$ cat src/rtl/ber_ctrl_pkg.sv
// Shared types and constants for the BER run sequencer.
package ber_ctrl_pkg;

  typedef enum logic [2:0] {
    ST_IDLE,
    ST_CLEAR,
    ST_LOAD,
    ST_SETTLE,
    ST_RUN,
    ST_DRAIN,
    ST_SNAP,
    ST_DONE
  } state_t;

  // done_reason encoding
  localparam logic [1:0] REASON_NONE       = 2'd0;
  localparam logic [1:0] REASON_FRAME_ERR  = 2'd1;
  localparam logic [1:0] REASON_BIT_BUDGET = 2'd2;
  localparam logic [1:0] REASON_ABORT      = 2'd3;

  // Probability index value that tells parallel_sys1 "no table write".
  localparam logic [31:0] PROB_IDX_NONE = 32'hFFFF_FFFF;

  // Width of the shared wait/index timer; covers every cycle count used here.
  localparam int TIMER_W = 8;

endpackage

$ cat src/rtl/ber_cycle_timer.sv
// Loadable down-counter with a zero flag. Shared by the CLEAR, SETTLE and
// DRAIN waits and used as the LOAD index source.
module ber_cycle_timer #(
  parameter int W = 8
) (
  input  logic         clk,
  input  logic         rst,
  input  logic         load,
  input  logic [W-1:0] load_val,
  output logic [W-1:0] count,
  output logic         zero
);

  // Load has priority; otherwise count down and park at zero.
  always_ff @(posedge clk) begin
    // NOTE: sequential state uses non-blocking assignments so every register
    // samples pre-edge values regardless of statement order.
    if (rst) begin
      count <= '0;
    end else if (load) begin
      count <= load_val;
    end else if (count != '0) begin
      count <= count - W'(1);
    end
  end

  assign zero = (count == '0);

endmodule

$ cat src/rtl/ber_run_controller.sv
// Run sequencer around parallel_sys1: clear, load the probability table,
// run until a stop condition, drain the pipeline and freeze the counters.
module ber_run_controller
  import ber_ctrl_pkg::*;
#(
  parameter int  CNT_W         = 64,
  parameter int  PROB_W        = 64,
  parameter int  N_PROB        = 2,
  parameter int  CLEAR_CYCLES  = 4,
  parameter int  SETTLE_CYCLES = 4,
  parameter int  DRAIN_CYCLES  = 16,
  localparam int ADDR_W        = $clog2(N_PROB)
) (
  input  logic              clk,
  input  logic              rst,
  input  logic              start,
  input  logic              abort,
  input  logic              cfg_wr,
  input  logic [ADDR_W-1:0] cfg_addr,
  input  logic [PROB_W-1:0] cfg_data,
  input  logic [CNT_W-1:0]  target_frame_errors,
  input  logic [CNT_W-1:0]  max_bits,
  output logic              sys_en,
  output logic              sys_rstn,
  output logic [31:0]       sys_probability_idx,
  output logic [PROB_W-1:0] sys_probability_in,
  input  logic [CNT_W-1:0]  total_bits,
  input  logic [CNT_W-1:0]  total_bit_errors_pre,
  input  logic [CNT_W-1:0]  total_bit_errors_post,
  input  logic [CNT_W-1:0]  total_frames,
  input  logic [CNT_W-1:0]  total_frame_errors,
  output logic              busy,
  output logic              done,
  output logic [1:0]        done_reason,
  output logic [CNT_W-1:0]  snap_bits,
  output logic [CNT_W-1:0]  snap_err_pre,
  output logic [CNT_W-1:0]  snap_err_post,
  output logic [CNT_W-1:0]  snap_frames,
  output logic [CNT_W-1:0]  snap_frame_err
);

  state_t              state;
  logic                hit_fe;
  logic                hit_mb;
  logic [PROB_W-1:0]   shadow [N_PROB];

  logic                tmr_load;
  logic [TIMER_W-1:0]  tmr_val;
  logic [TIMER_W-1:0]  tmr_count;
  logic                tmr_zero;

  logic                quiet;
  logic                start_now;
  logic                abort_now;
  logic                hit_now;
  logic [TIMER_W-1:0]  next_k;

  assign quiet     = (state == ST_IDLE) || (state == ST_DONE);
  assign start_now = start && quiet;
  assign abort_now = abort && ((state == ST_CLEAR) || (state == ST_LOAD) ||
                               (state == ST_SETTLE) || (state == ST_RUN));
  assign hit_now   = (state == ST_RUN) && (hit_fe || hit_mb);
  // In LOAD the timer counts N_PROB-1 down to 0, so the entry shown on the
  // next cycle is N_PROB minus the current count.
  assign next_k    = TIMER_W'(N_PROB) - tmr_count;

  ber_cycle_timer #(.W(TIMER_W)) u_timer (
    .clk      (clk),
    .rst      (rst),
    .load     (tmr_load),
    .load_val (tmr_val),
    .count    (tmr_count),
    .zero     (tmr_zero)
  );

  // Timer reload on entry to each timed state; otherwise it free-runs down.
  always_comb begin
    // NOTE: every combinational output gets a default first so no path can
    // leave it unassigned and infer a latch.
    tmr_load = 1'b0;
    tmr_val  = '0;
    if (start_now) begin
      tmr_load = 1'b1;
      tmr_val  = TIMER_W'(CLEAR_CYCLES - 1);
    end else if (abort_now || hit_now) begin
      tmr_load = 1'b1;
      tmr_val  = TIMER_W'(DRAIN_CYCLES - 1);
    end else if (tmr_zero && (state == ST_CLEAR)) begin
      tmr_load = 1'b1;
      tmr_val  = TIMER_W'(N_PROB - 1);
    end else if (tmr_zero && (state == ST_LOAD)) begin
      tmr_load = 1'b1;
      tmr_val  = TIMER_W'(SETTLE_CYCLES - 1);
    end
  end

  // Shadow probability table: host writes are taken only while not running.
  always_ff @(posedge clk) begin
    if (rst) begin
      // NOTE: this table is tiny and must read back as zeros after reset,
      // so it is cleared explicitly instead of relying on power-up contents.
      for (int i = 0; i < N_PROB; i++) shadow[i] <= '0;
    end else if (cfg_wr && quiet && (int'(cfg_addr) < N_PROB)) begin
      shadow[cfg_addr] <= cfg_data;
    end
  end

  // Run sequencer FSM with registered outputs.
  always_ff @(posedge clk) begin
    if (rst) begin
      state               <= ST_IDLE;
      sys_en              <= 1'b0;
      sys_rstn            <= 1'b0;
      sys_probability_idx <= PROB_IDX_NONE;
      sys_probability_in  <= '0;
      busy                <= 1'b0;
      done                <= 1'b0;
      done_reason         <= REASON_NONE;
      hit_fe              <= 1'b0;
      hit_mb              <= 1'b0;
      snap_bits           <= '0;
      snap_err_pre        <= '0;
      snap_err_post       <= '0;
      snap_frames         <= '0;
      snap_frame_err      <= '0;
    end else begin
      hit_fe <= 1'b0;
      hit_mb <= 1'b0;
      if (abort_now) begin
        // Abort beats any coincident limit hit and abandons a partial LOAD.
        state               <= ST_DRAIN;
        done_reason         <= REASON_ABORT;
        sys_en              <= 1'b0;
        sys_rstn            <= 1'b1;
        sys_probability_idx <= PROB_IDX_NONE;
        sys_probability_in  <= '0;
      end else begin
        case (state)
          ST_IDLE, ST_DONE: begin
            if (start_now) begin
              state       <= ST_CLEAR;
              sys_rstn    <= 1'b0;
              sys_en      <= 1'b0;
              busy        <= 1'b1;
              done        <= 1'b0;
              done_reason <= REASON_NONE;
            end
          end
          ST_CLEAR: begin
            if (tmr_zero) begin
              state               <= ST_LOAD;
              sys_rstn            <= 1'b1;
              sys_probability_idx <= 32'd0;
              sys_probability_in  <= shadow[0];
            end
          end
          ST_LOAD: begin
            if (tmr_zero) begin
              state               <= ST_SETTLE;
              sys_probability_idx <= PROB_IDX_NONE;
              sys_probability_in  <= '0;
            end else begin
              sys_probability_idx <= 32'(next_k);
              sys_probability_in  <= shadow[next_k[ADDR_W-1:0]];
            end
          end
          ST_SETTLE: begin
            if (tmr_zero) begin
              state  <= ST_RUN;
              sys_en <= 1'b1;
            end
          end
          ST_RUN: begin
            hit_fe <= (target_frame_errors != '0) && (total_frame_errors >= target_frame_errors);
            hit_mb <= (max_bits != '0) && (total_bits >= max_bits);
            if (hit_now) begin
              state       <= ST_DRAIN;
              sys_en      <= 1'b0;
              done_reason <= hit_fe ? REASON_FRAME_ERR : REASON_BIT_BUDGET;
            end
          end
          ST_DRAIN: begin
            if (tmr_zero) state <= ST_SNAP;
          end
          ST_SNAP: begin
            state          <= ST_DONE;
            busy           <= 1'b0;
            done           <= 1'b1;
            snap_bits      <= total_bits;
            snap_err_pre   <= total_bit_errors_pre;
            snap_err_post  <= total_bit_errors_post;
            snap_frames    <= total_frames;
            snap_frame_err <= total_frame_errors;
          end
          default: state <= ST_IDLE;
        endcase
      end
    end
  end

endmodule
$ cat config.mk
export PLATFORM = sky130hd
export DESIGN_NAME = ber_run_controller
export DESIGN_NICKNAME = d
export VERILOG_FILES = /design/src/rtl/ber_ctrl_pkg.sv /design/src/rtl/ber_cycle_timer.sv /design/src/rtl/ber_run_controller.sv
export SDC_FILE = /design/constraint.sdc
export NUM_CORES = 1
export LEC_CHECK = 0
export CAP_MARGIN = 20
export CORE_AREA = 2 2 366 368
export CTS_CLUSTER_SIZE = 25
export DETAILED_ROUTE_END_ITERATION = 7
export DIE_AREA = 0 0 368 370
export GPL_ROUTABILITY_DRIVEN = 0
export PLACE_DENSITY = 0.43
export SYNTH_ARGS = -nofsm -noshare
export SYNTH_HDL_FRONTEND = slang
export SYNTH_HIERARCHICAL = 1
export SYNTH_SLANG_ARGS = --single-unit
$ cat constraint.sdc
create_clock -name clk -period 8.6 [get_ports clk]
set_clock_uncertainty 0.15 [all_clocks]
set_input_delay 1.72 -clock clk [delete_from_list [all_inputs] [get_ports clk]]
set_output_delay 1.72 -clock clk [all_outputs]
set_load 0.005 [all_outputs]
==> results of run 1 <==
==> report_power, final <==
group          switching [mW]  internal [mW]
Combinational            1.27           1.03
Clock                    1.29           1.99
Sequential              0.214           2.90
==> worst min path at each step <==
stage / startpoint / endpoint
floorplan: snap_bits[0]$_SDFFE_PP0P_ / snap_bits[0]$_SDFFE_PP0P_
CTS: snap_err_pre[58]$_SDFFE_PP0P_ / snap_err_pre[58]$_SDFFE_PP0P_
global placement: snap_err_post[24]$_SDFFE_PP0P_ / snap_err_post[24]$_SDFFE_PP0P_
detailed placement: snap_err_pre[58]$_SDFFE_PP0P_ / snap_err_pre[58]$_SDFFE_PP0P_
global route: snap_bits[6]$_SDFFE_PP0P_ / snap_bits[6]$_SDFFE_PP0P_
finish: snap_err_post[2]$_SDFFE_PP0P_ / snap_err_post[2]$_SDFFE_PP0P_
==> cell families after synthesis <==
group           Yosys count  synth area share [%]
simple gates           1172                  21.4
compound gates          606                  14.2
flops                   540                  49.4
buf+inv                 425                  7.42
fa+ha+maj               134                  6.85
xor+xnor                 10                 0.358
mux                       7                 0.291
other cells               1                0.0153
==> routing by layer <==
metal	up-vias	GRT usage, %	part of all wire [%]
met5	-	0	0.045
met2	847	29.6	46
met4	12	4.33	2.4
met3	183	8.33	11
li1	11500	-	-
met1	11400	21.8	41
==> area by class of cell <==
type,instances,share of cell area [%]
Sequential cell,540,31.9
Multi-Input combinational cell,1933,28.1
Timing Repair Buffer,961,25.4
Tap cell,1768,5.83
Clock buffer,103,5.54
Inverter,208,2.06
Clock inverter,30,1.15
Antenna cell,14,0.0924
==> critical path: cells and delay by family <==
family | cells | cell delay [ps]
buffers and inverters | 3 | 1590
AND/OR/NAND/NOR | 3 | 1310
==> registers in the layout, summed over array words and instances, names as in the netlist <==
| signal | count |
|---|---|
| state | 3 |
| hit_mb | 1 |
| u_timer/count | 8 |
| snap_frame_err | 64 |
| shadow | 128 |
| done_reason | 2 |
| busy | 1 |
| sys_probability_in | 64 |
| snap_bits | 64 |
| sys_en | 1 |
| snap_err_pre | 64 |
| hit_fe | 1 |
| sys_probability_idx | 9 |
| snap_frames | 64 |
| snap_err_post | 64 |
| done | 1 |
| sys_rstn | 1 |
==> layout by cell type, fill, tap and decap left out, types with 14 or more instances in the layout <==
master           count
nand3_1             76
o21ai_0             96
nor2_1              96
diode_2             14
ha_1               134
nand2_1            688
buf_4               18
clkbuf_1            16
clkdlybuf4s50_1    937
and2_1              65
edfxtp_1           128
dfxtp_1            411
a21oi_1            378
nand4_1             31
nor3_1              76
and3_1              65
inv_1              207
nor4_1              39
clkbuf_16           75
a221oi_1            68
==> results.py, run 1 <==
metrics = {
    "run_status": {
        "status": "completed",
    },
    "cells_and_area": {
        "area.sequential_um2": 12100,
        "final_core_util_pct": 28.6,
        "final.fill_count": 14300,
        "fin_area_um2": 37900,
        "multi_input_area_um2": 10600,
        "nets": 4368,
        "fin_cells": 5557,
        "drive_gt1_share_pct": 4.32,
        "areaGrowthSynthToFinish_pct": 54.9,
    },
    "detailed_routing": {
        "ant_nets": 0,
        "vias_per_cell": 4.31,
        "wl_mm": 129,
        "drc": 0,
        "post_drt_wl_per_cell_um": 23.2,
        "drt_first_pass_iters": 5,
        "via_count": 23900,
        "drtIter0Drc": 1182,
    },
    "cts": {
        "cts_root_buf": "clkbuf_16",
        "numCtsBuffers": 72,
        "clockBufferDepth": 3,
        "ctsResizeCount": 0,
        "clock_sinks": 540,
        "cts_tree": "built",
        "clock_latency_ps": 670,
        "htreeDepth": 3,
        "cts_setup_buffers": 0,
        "cts_hold_buf": 0,
        "clkSlewWorstSetupHoldPaths_ps": 60,
    },
    "sta": {
        "finalMaxSlewViolations": 0,
        "min_period_over_period_pct": 52.7,
        "period_needed_ps": 4530,
        "clock.fmax_mhz": 221,
        "rsz0062_at_grt": "false",
        "hold_viol": 0,
        "slew_headroom_pct": 20.5,
        "setup_slack_ps": 4070,
        "holdWs_ps": 301,
        "setup_violations": 0,
        "finalSetupTns_ps": 0,
        "worstMarginPinSlew_ps": 1190,
    },
    "die": {
        "die_h_um": 370,
        "rows": 134,
        "die-area_um2": 136000,
        "fp.dieW_um": 368,
        "initial_core_util_pct": 18.5,
        "coreArea_um2": 132000,
        "io-pin-count": 940,
    },
    "worst_hold_path": {
        "holdPathStages": 2,
        "hold_class": "register to register",
    },
    "synth": {
        "syn_avg_cell_area_um2": 8.45,
        "ys_seq_area_share_pct": 49.4,
        "synthFlopType": "dfxtp_1",
        "async_flop_share_pct": 0,
        "yosys.cell_count.top_type": "nand2_1",
        "yosysWarnings": 6,
        "ys_top_cells_by_count": "nand2_1 (689), dfxtp_1 (412), a21oi_1 (379)",
        "syn-instance-count": 2895,
        "synth-seq-cells": 540,
        "netlist_area_um2": 24500,
        "synth_area_leaders": "dfxtp_1 (34%), edfxtp_1 (16%), nand2_1 (11%), a21oi_1 (7.8%), ha_1 (6.9%)",
        "netlist.area_leader.share_pct": 33.7,
        "synth-edff-count": 128,
        "synth.distinct_cells": 60,
        "yosysTopAreaCell": "dfxtp_1",
    },
    "worst_setup_path": {
        "crit_chain": "clkdlybuf4s50_1 > nor3b_2 > nor2b_4 > buf_4 > or2_2 > buf_4",
        "r2r_slack_ps": 4490,
        "crit_path_end_kind": "register",
        "worstReg2RegEnd": "shadow[0][54]$_SDFFCE_PN0P_",
        "rr_worst_depth": 8,
        "critPathArrivalTime_ps": 4670,
        "crit_path_start": "cfg_wr",
        "endpoint": "shadow[0][54]$_SDFFCE_PN0P_",
        "cp_max_fo": 65,
        "start_kind": "primary input",
        "required_ps": 8750,
        "r2r_start": "state[0]$_SDFFE_PP0P_",
        "crit_path_top_delay_cell": "or2_2",
        "path_class": "primary input to register",
        "crit_top_cell": "buf_4",
        "cpPeakStageDelay_ps": 910,
    },
    "power_and_ir_drop": {
        "ir_worst_vdd_uv": 135,
        "finalPower_mw": 8.69,
        "power.density_nw_per_um2": 229,
        "power.leakage_nw": 13.8,
    },
    "grt": {
        "grt_pass1_vias": 23500,
        "antenna_found_initial": 54,
        "grt_pass1_wl_mm": 178,
        "gr-total-overflow": 0,
        "grt_max_degree": 179,
        "grt_use_total_pct": 18.2,
    },
    "run": {
        "maxCapViolations": 0,
    },
    "placement": {
        "port-buffer-count": 939,
        "placed_area_um2": 35300,
        "place_hpwl_mm": 95.6,
        "pre_cts_slack_ps": 3280,
        "dp.cells": 5410,
    },
}
Power figures use the tool's default switching activity.
==> inputs of run 2 (changes only) <==
- CORE_AREA: 2 2 366 368 -> 2 2 367 369
- DIE_AREA: 0 0 368 370 -> 0 0 369 371
- PLACE_DENSITY: 0.43 -> 0.45
- clock period: 8.6 -> 4.1 ns (I/O delays scaled with it)
==> results.py, run 2 (synthesis results as in run 1) <==
metrics = {
    "worst_setup_path": {
        "path_class": "register to register",
        "critPathArrivalTime_ps": 3470,
        "crit_path_end_kind": "register",
        "rr_worst_depth": 8,
        "start_kind": "register",
        "cp_max_fo": 15,
        "required_ps": 4520,
        "worstReg2RegEnd": "u_timer/count[5]$_SDFFE_PP0P_",
        "r2r_start": "state[0]$_SDFFE_PP0P_",
        "r2r_slack_ps": 1050,
    },
    "power_and_ir_drop": {
        "finalPower_mw": 18.2,
        "clkPwrFrac_pct": 37.1,
        "p_sw_mw": 5.86,
        "power.leakage_nw": 13.9,
        "comb_power_share_pct": 27.3,
        "switching_share_pct": 32.1,
        "power.density_nw_per_um2": 478,
        "p_int_mw": 12.4,
        "pwr-share-seq_pct": 35.6,
        "ir_worst_vdd_uv": 319,
    },
    "worst_hold_path": {
        "worstHoldStart": "snap_frame_err[31]$_SDFFE_PP0P_",
        "holdPathStages": 2,
        "hold_end": "snap_frame_err[31]$_SDFFE_PP0P_",
        "hold_class": "register to register",
    },
    "sta": {
        "holdWs_ps": 301,
        "finalSetupTns_ps": 0,
        "hold_viol": 0,
        "min_period_over_period_pct": 74.5,
        "worstMarginPinSlew_ps": 1070,
        "clock.fmax_mhz": 327,
        "setup_violations": 0,
        "period_needed_ps": 3050,
        "rsz0062_at_grt": "false",
        "setup_slack_ps": 1050,
        "finalMaxSlewViolations": 0,
        "slew_headroom_pct": 29.0,
    },
    "cts": {
        "clkSlewWorstSetupHoldPaths_ps": 60,
        "clock_sinks": 540,
        "htreeDepth": 3,
        "clockBufferDepth": 3,
        "cts_tree": "built",
        "clock_latency_ps": 650,
        "cts_root_buf": "clkbuf_16",
        "ctsResizeCount": 0,
        "cts_setup_buffers": 0,
        "cts_hold_buf": 0,
        "numCtsBuffers": 74,
    },
    "placement": {
        "place_hpwl_mm": 97.7,
        "placed_area_um2": 35600,
        "port-buffer-count": 939,
        "pre_cts_slack_ps": 527,
        "dp.cells": 5432,
    },
    "die": {
        "fp.dieW_um": 369,
        "die_h_um": 371,
        "rows": 134,
        "coreArea_um2": 133000,
        "initial_core_util_pct": 18.4,
        "die-area_um2": 137000,
        "io-pin-count": 940,
    },
    "cells_and_area": {
        "nets": 4392,
        "final_common_cell": "clkdlybuf4s50_1",
        "fin_area_um2": 38200,
        "fin_cells": 5587,
        "layout_common_cells": "clkdlybuf4s50_1 (937), nand2_1 (688), dfxtp_1 (411)",
        "final_core_util_pct": 28.7,
        "drive_gt1_share_pct": 5.00,
        "areaGrowthSynthToFinish_pct": 56.0,
        "largest_reg_flops": 128,
        "top_register": "shadow",
    },
    "grt": {
        "grt_pass1_wl_mm": 177,
        "antenna_found_initial": 57,
        "grt_max_degree": 151,
        "grt_use_total_pct": 18.0,
        "grt_pass1_vias": 23600,
        "gr-total-overflow": 0,
    },
    "run_status": {
        "status": "completed",
    },
    "run": {
        "maxCapViolations": 0,
    },
    "detailed_routing": {
        "drtIter0Drc": 1400,
        "ant_nets": 0,
        "drc": 0,
        "post_drt_wl_per_cell_um": 22.9,
        "vias_per_cell": 4.30,
        "wl_mm": 128,
        "via_count": 24000,
        "drt_first_pass_iters": 5,
    },
}
[run 2: routing by layer]
layer,vias to the layer above,global-route usage (%),routed length (um)
met1,11400,21.3,51600
li1,11600,-,-
met5,-,0,118
met3,209,8.25,14100
met4,20,5.60,3530
met2,883,28.9,58900
[run 2: how the worst max path moves through the flow]
stage	from	depth (start not counted)	slack, ps	end
floorplan	rst	4	680	shadow[1][0]$_SDFFCE_PN0P_
global placement	target_frame_errors[19]	9	510	hit_fe$_SDFF_PP0_
detailed placement	target_frame_errors[29]	9	530	hit_fe$_SDFF_PP0_
CTS	state[0]$_SDFFE_PP0P_	7	960	sys_probability_in[17]$_SDFFE_PP0P_
global route	state[0]$_SDFFE_PP0P_	7	740	sys_probability_in[5]$_SDFFE_PP0P_
finish	state[0]$_SDFFE_PP0P_	8	1050	u_timer/count[5]$_SDFFE_PP0P_
[run 2: critical path: stages (launching register included)]
cell	delay [ps]
dfxtp_1	370
inv_1	80
ha_1	370
nand2_1	540
o21ai_0	240
nor2b_1	180
nand2_1	300
or2_2	450
o32ai_1	270
[run 2: final cells by class]
cell class | instances | area [um^2]
clock buffer | 104 | 2190
tap | 1768 | 2210
timing repair buffer | 983 | 9880
antenna | 20 | 50.0
sequential | 540 | 12100
fill | 14200 | 94600
clock inverter | 31 | 338
multi-input combinational | 1933 | 10600
inverter | 208 | 781
[run 2: power by group through the flow]
stage	sequential (mW)	clock [mW]	combinational [mW]
5_1_grt	6.57	7.18	5.50
6_report	6.49	6.77	4.98
3_3_place_gp	6.59	0	5.04
2_1_floorplan	6.52	0	2.60
4_1_cts	6.50	7.03	5.06
3_5_place_dp	6.61	0	5.05
